$ cat src/rtl/button_conditioner.sv
// Two-channel active-low button front end: 2-flop sync, per-channel debounce FSM, held level plus press/release/long strobes.
// Press/release accepted DEBOUNCE_CYCLES+2 edges after the pin is first sampled; all outputs registered, no backpressure.
module button_conditioner #(
  parameter int DEBOUNCE_CYCLES = 270_000,
  parameter int LONG_CYCLES     = 27_000_000
) (
  input  logic       clk,
  input  logic       rst,
  input  logic       button_0,
  input  logic       button_1,
  output logic [1:0] pressed,
  output logic [1:0] press_pulse,
  output logic [1:0] release_pulse,
  output logic [1:0] long_pulse
);

  localparam int DW = $clog2(DEBOUNCE_CYCLES + 1);
  localparam int HW = $clog2(LONG_CYCLES + 1);

  localparam logic [DW-1:0] DB_LAST   = DW'(DEBOUNCE_CYCLES - 1);
  localparam logic [HW-1:0] HOLD_LAST = HW'(LONG_CYCLES - 1);
  localparam logic [HW-1:0] HOLD_MAX  = HW'(LONG_CYCLES);

  localparam logic [2:0] S_RELEASED     = 3'd0;
  localparam logic [2:0] S_PRESS_PEND   = 3'd1;
  localparam logic [2:0] S_PRESSED      = 3'd2;
  localparam logic [2:0] S_LONG_HELD    = 3'd3;
  localparam logic [2:0] S_RELEASE_PEND = 3'd4;

  logic [1:0] pins;
  assign pins = {button_1, button_0};

  for (genvar ch = 0; ch < 2; ch++) begin : g_ch
    logic          sync1, sync2, act;
    logic [2:0]    state, state_nxt;
    logic [DW-1:0] db_cnt, db_cnt_nxt;
    logic [HW-1:0] hold_cnt, hold_nxt;
    logic          level_q, press_q, release_q, long_q;
    logic          db_done, press_nxt, release_nxt, long_nxt, level_nxt;

    assign act = ~sync2;

    // The stable-count compare anticipates the increment, so acceptance lands on the Nth differing cycle.
    assign db_done    = (act != level_q) && (db_cnt == DB_LAST);
    assign db_cnt_nxt = ((act == level_q) || db_done) ? '0 : db_cnt + DW'(1);

    always_comb begin
      state_nxt   = state;
      hold_nxt    = hold_cnt;
      press_nxt   = 1'b0;
      release_nxt = 1'b0;
      long_nxt    = 1'b0;
      case (state)
        S_RELEASED: begin
          if (act) begin
            if (db_done) begin
              state_nxt = S_PRESSED;
              press_nxt = 1'b1;
              hold_nxt  = '0;
            end else begin
              state_nxt = S_PRESS_PEND;
            end
          end
        end
        S_PRESS_PEND: begin
          if (!act) begin
            state_nxt = S_RELEASED;
          end else if (db_done) begin
            state_nxt = S_PRESSED;
            press_nxt = 1'b1;
            hold_nxt  = '0;
          end
        end
        S_PRESSED: begin
          if (hold_cnt == HOLD_LAST) begin
            long_nxt  = 1'b1;
            hold_nxt  = HOLD_MAX;
            state_nxt = S_LONG_HELD;
          end else if (hold_cnt != HOLD_MAX) begin
            hold_nxt = hold_cnt + HW'(1);
          end
          // A falling act overrides the LONG_HELD move; the long strobe still fires.
          if (!act) begin
            if (db_done) begin
              state_nxt   = S_RELEASED;
              release_nxt = 1'b1;
            end else begin
              state_nxt = S_RELEASE_PEND;
            end
          end
        end
        S_LONG_HELD: begin
          if (!act) begin
            if (db_done) begin
              state_nxt   = S_RELEASED;
              release_nxt = 1'b1;
            end else begin
              state_nxt = S_RELEASE_PEND;
            end
          end
        end
        S_RELEASE_PEND: begin
          // Hold count only reaches HOLD_MAX after the long strobe, so it identifies the origin state.
          if (act) begin
            state_nxt = (hold_cnt == HOLD_MAX) ? S_LONG_HELD : S_PRESSED;
          end else if (db_done) begin
            state_nxt   = S_RELEASED;
            release_nxt = 1'b1;
          end
        end
        default: state_nxt = S_RELEASED;
      endcase
    end

    assign level_nxt = (state_nxt == S_PRESSED) || (state_nxt == S_LONG_HELD) ||
                       (state_nxt == S_RELEASE_PEND);

    always_ff @(posedge clk or posedge rst) begin
      if (rst) begin
        sync1     <= 1'b1;
        sync2     <= 1'b1;
        state     <= S_RELEASED;
        db_cnt    <= '0;
        hold_cnt  <= '0;
        level_q   <= 1'b0;
        press_q   <= 1'b0;
        release_q <= 1'b0;
        long_q    <= 1'b0;
      end else begin
        sync1     <= pins[ch];
        sync2     <= sync1;
        state     <= state_nxt;
        db_cnt    <= db_cnt_nxt;
        hold_cnt  <= hold_nxt;
        level_q   <= level_nxt;
        press_q   <= press_nxt;
        release_q <= release_nxt;
        long_q    <= long_nxt;
      end
    end

    assign pressed[ch]       = level_q;
    assign press_pulse[ch]   = press_q;
    assign release_pulse[ch] = release_q;
    assign long_pulse[ch]    = long_q;
  end

endmodule

$ cat config.mk
export PLATFORM = sky130hd
export DESIGN_NAME = button_conditioner
export DESIGN_NICKNAME = d
export VERILOG_FILES = /design/src/rtl/button_conditioner.sv
export SDC_FILE = /design/constraint.sdc
export NUM_CORES = 1
export LEC_CHECK = 0
export ABC_CLOCK_PERIOD_IN_PS = 6600
export CORE_ASPECT_RATIO = 0.5
export CORE_MARGIN = 2
export CORE_UTILIZATION = 60
export CTS_CLUSTER_DIAMETER = 50
export DETAILED_ROUTE_END_ITERATION = 7
export GPL_ROUTABILITY_DRIVEN = 0
export GPL_TIMING_DRIVEN = 1
export PLACE_DENSITY = 0.82
export SLEW_MARGIN = 20
export SYNTH_ARGS = -nofsm -noshare
export SYNTH_HDL_FRONTEND = slang
export SYNTH_SLANG_ARGS = --single-unit
$ cat constraint.sdc
create_clock -name clk -period 6.6 [get_ports clk]
set_input_delay 0.99 -clock clk [delete_from_list [all_inputs] [get_ports clk]]
set_output_delay 0.99 -clock clk [all_outputs]
set_load 0.1 [all_outputs]
==> flow_summary.yaml <==
floorplanning:
  die_h_um: 72.61
  start_util: 0.6333
  core_region_area_sq_mm: 0.008919
  io_pins: 12
  rows: 24
  dieWidth_um: 141.2
  dieArea_sq_mm: 0.01025
timing:
  rsz0062_at_grt: "false"
  setup_viol: 0
  hold_slack_ps: 356.9
  fmax_mhz: 337.8
  skew_ps: 6.500
  setup_tns_ps: 0
  post-route-period-util: 0.4485
  maxSlewViolCount: 0
  finalHoldViolCount: 0
  worstMarginPinSlew_ps: 984.7
  slew_headroom: 0.3375
  post-route-min-period_ps: 2960
clock_network:
  cts_setup_buffers: 0
  ctsRootBufferMaster: "clkbuf_16"
  clkTransAtPathRegs_ps: 70
  cts_sinks: 106
  cts_tree: "yes"
  postCtsHoldBufs: 0
  cts_resized: 0
  insertion_delay_ps: 350
  cts_buffer_depth: 2
  ctsHtreeMaxLevel: 3
  cts_made_buffers: 9
final_layout:
  drive_above_1_share: 0.05939
  diodes: 0
  layout_common_cells: "dfrtp_1 (102), nor2_1 (97), nand2_1 (52)"
  final_util: 0.6860
  nets: 628
  ff_latch_area_sq_mm: 0.002658
  multi_input_area_sq_mm: 0.002800
  fillers: 697
  area_growth_pct: 8.330
  final_common_cell: "dfrtp_1"
worst_setup_path:
  slowest_stage: "clkdlybuf4s50_1"
  reg2reg_from: "g_ch[1].hold_cnt[0]"
  cp_max_fo: 7
  worstSetupStartpointType: "register"
  path_cells: "clkdlybuf4s50_1"
  cp_top_family: "buffers and inverters"
  path_class: "register to primary output"
  worstPathArrival_ps: 1970
  cp-end-kind: "primary output"
  max_stage_delay_ps: 1170
  crit_buf_inv: 1
  rr_worst_depth: 8
  reg2reg_slack_ps: 3810
  worst_r2r_endpoint: "g_ch[1].hold_cnt[16]"
  crit_required_ps: 5610
pwr:
  p_sw_mw: 0.2595
  powerDensity_mw_per_mm2: 213.1
  p_sw_frac: 0.1991
  peakVddDrop_mv: 0.1178
  p_leak_nw: 2.520
  p_int_mw: 1.044
  pwr-share-clk: 0.474
  combinationalPowerShare: 0.020
  p_seq_frac: 0.506
grt:
  first_global_vias: 4541
  antenna_found_initial: 0
  overflow: 0
  grtUsageMet3: 0.05577
  grt_max_degree: 55
  grtUsageTotal: 0.2598
  grt_busiest_layer: "met2"
  grt_first_pass_wirelength_um: 21230
  grt_util_met1: 0.3540
  grtUsageMet2: 0.4261
routing:
  num_vias: 4664
  wl_per_cell_um: 16.31
  drc: 0
  drt.antenna.violating_nets: 0
  wirelength_um: 12070
  drtIter0Drc: 427
  dr.pass1.iters: 5
  routed_via_density: 6.303
yosys:
  ys_warn_count: 0
  synth_cell_type_count: 61
  synthCells: 621
  syn_area_sq_mm: 0.005648
  synth_top_area_cell: "dfrtp_1"
  syn_nets: 631
  synth.yosys.seq_area_share: 0.4705
  ys_ff_latch: 106
  synth_top_area_frac: 0.4519
  synth_edf_count: 0
  synth_area_leaders: "dfrtp_1 (45%), nor2_1 (6.4%), xor2_1 (4.5%), nand3_1 (3.9%), nand2_1 (3.5%)"
  synth.avg_cell_area_sq_um: 9.095
  ys.flop_type: "dfrtp_1"
  ys_async_sr_fraction: 1.000
min_path:
  hold_class: "register to register"
  worstHoldEndpoint: "g_ch[0].sync2"
  whs_path_depth: 0
  hp-start: "g_ch[0].sync1"
outcome:
  status: "finished clean"
flow_run:
  drv_cap: 0
placement:
  dp_hpwl_um: 8080
  portBuffers: 11
cell usage after synthesis (2+ instances only):
cell / instances
a211oi_1: 2
a211oi_2: 3
a21o_1: 2
a21oi_1: 33
a22o_1: 4
a31oi_1: 7
a41oi_1: 2
and2_1: 3
and3_1: 17
and4_1: 5
buf_2: 2
buf_4: 9
clkbuf_1: 14
dfrtp_1: 102
dfstp_2: 4
ha_1: 6
inv_1: 13
nand2_1: 52
nand2b_1: 6
nand3_1: 44
nand4_1: 21
nor2_1: 97
nor2b_1: 5
nor3_1: 17
nor3b_1: 3
nor4_1: 7
nor4b_1: 2
o2111ai_1: 2
o21a_1: 3
o21ai_0: 29
o21ai_1: 7
o22a_1: 4
o22ai_1: 2
o31ai_1: 5
or2_2: 3
or3_1: 11
or4_1: 2
or4b_1: 2
xnor2_1: 19
xor2_1: 29
kinds of logic (layout without fill, tap and decap cells):
family          after synthesis  in the layout  share of synthesized area
compound gates              112            112                     0.1258
flops                       106            106                     0.4705
buf+inv                      39             41                    0.03367
simple gates                309            309                     0.2802
fa+ha+maj                     6              6                    0.01329
xor+xnor                     48             48                    0.07443
mux                           1              1                   0.001994
state kept, by name (all words and copies together) (netlist names):
| name | flops |
|---|---|
| g_ch.db_cnt | 38 |
| g_ch.hold_cnt | 50 |
| g_ch.sync2 | 2 |
| g_ch.state | 6 |
| g_ch.level_q | 2 |
| g_ch.sync1 | 2 |
| g_ch.long_q | 2 |
| g_ch.release_q | 2 |
| g_ch.press_q | 2 |
worst max path at each step:
stage,endpoint,cells past startpoint,slack [ps],from
global route,pressed[1],1,3580,g_ch[1].level_q
floorplan,g_ch[0].db_cnt[0],1,2830,rst
global placement,g_ch[1].state[1],3,3970,rst
finish,pressed[1],1,3640,g_ch[1].level_q
detailed placement,g_ch[1].hold_cnt[16],8,3860,g_ch[1].hold_cnt[0]
CTS,pressed[1],1,3630,g_ch[1].level_q
through the flow:
step / area [sq um] / total power, mW / setup WS, ps / cells
final: 6118 / 1.304 / 3640 / 740
after global routing: 6118 / 1.346 / 3582 / 740
after CTS: 6118 / 1.315 / 3632 / 740
after detailed placement: 5773 / 0.6993 / 3860 / 724
after global placement: 5773 / 0.6981 / 3966 / 724
after floorplan: 5648 / 0.6898 / 2828 / 621
power by group through the flow:
stage / Clock, mW / Sequential (mW) / Combinational, mW
after floorplan: 0 / 0.671 / 0.0187
after global placement: 0 / 0.672 / 0.0263
after detailed placement: 0 / 0.672 / 0.0270
after CTS: 0.628 / 0.660 / 0.0273
after global routing: 0.655 / 0.661 / 0.0307
final: 0.618 / 0.660 / 0.0262
metal layers:
| metal | wire length, um | up-vias |
|---|---|---|
| met5 | 0 | - |
| met4 | 204 | 0 |
| met3 | 627 | 24 |
| met2 | 5576 | 149 |
| met1 | 5662 | 2289 |
| li1 | - | 2202 |
cell type report:
type                    instances  area share
inverters                      13    0.008384
repair buffers                 12     0.01922
clock inverters                 4     0.01616
flip-flops and latches        106      0.4344
well taps                     117     0.02393
clock buffers                  12     0.04029
multi-input cells             476      0.4577
Note: power is estimated with default switching activity, not from simulation.
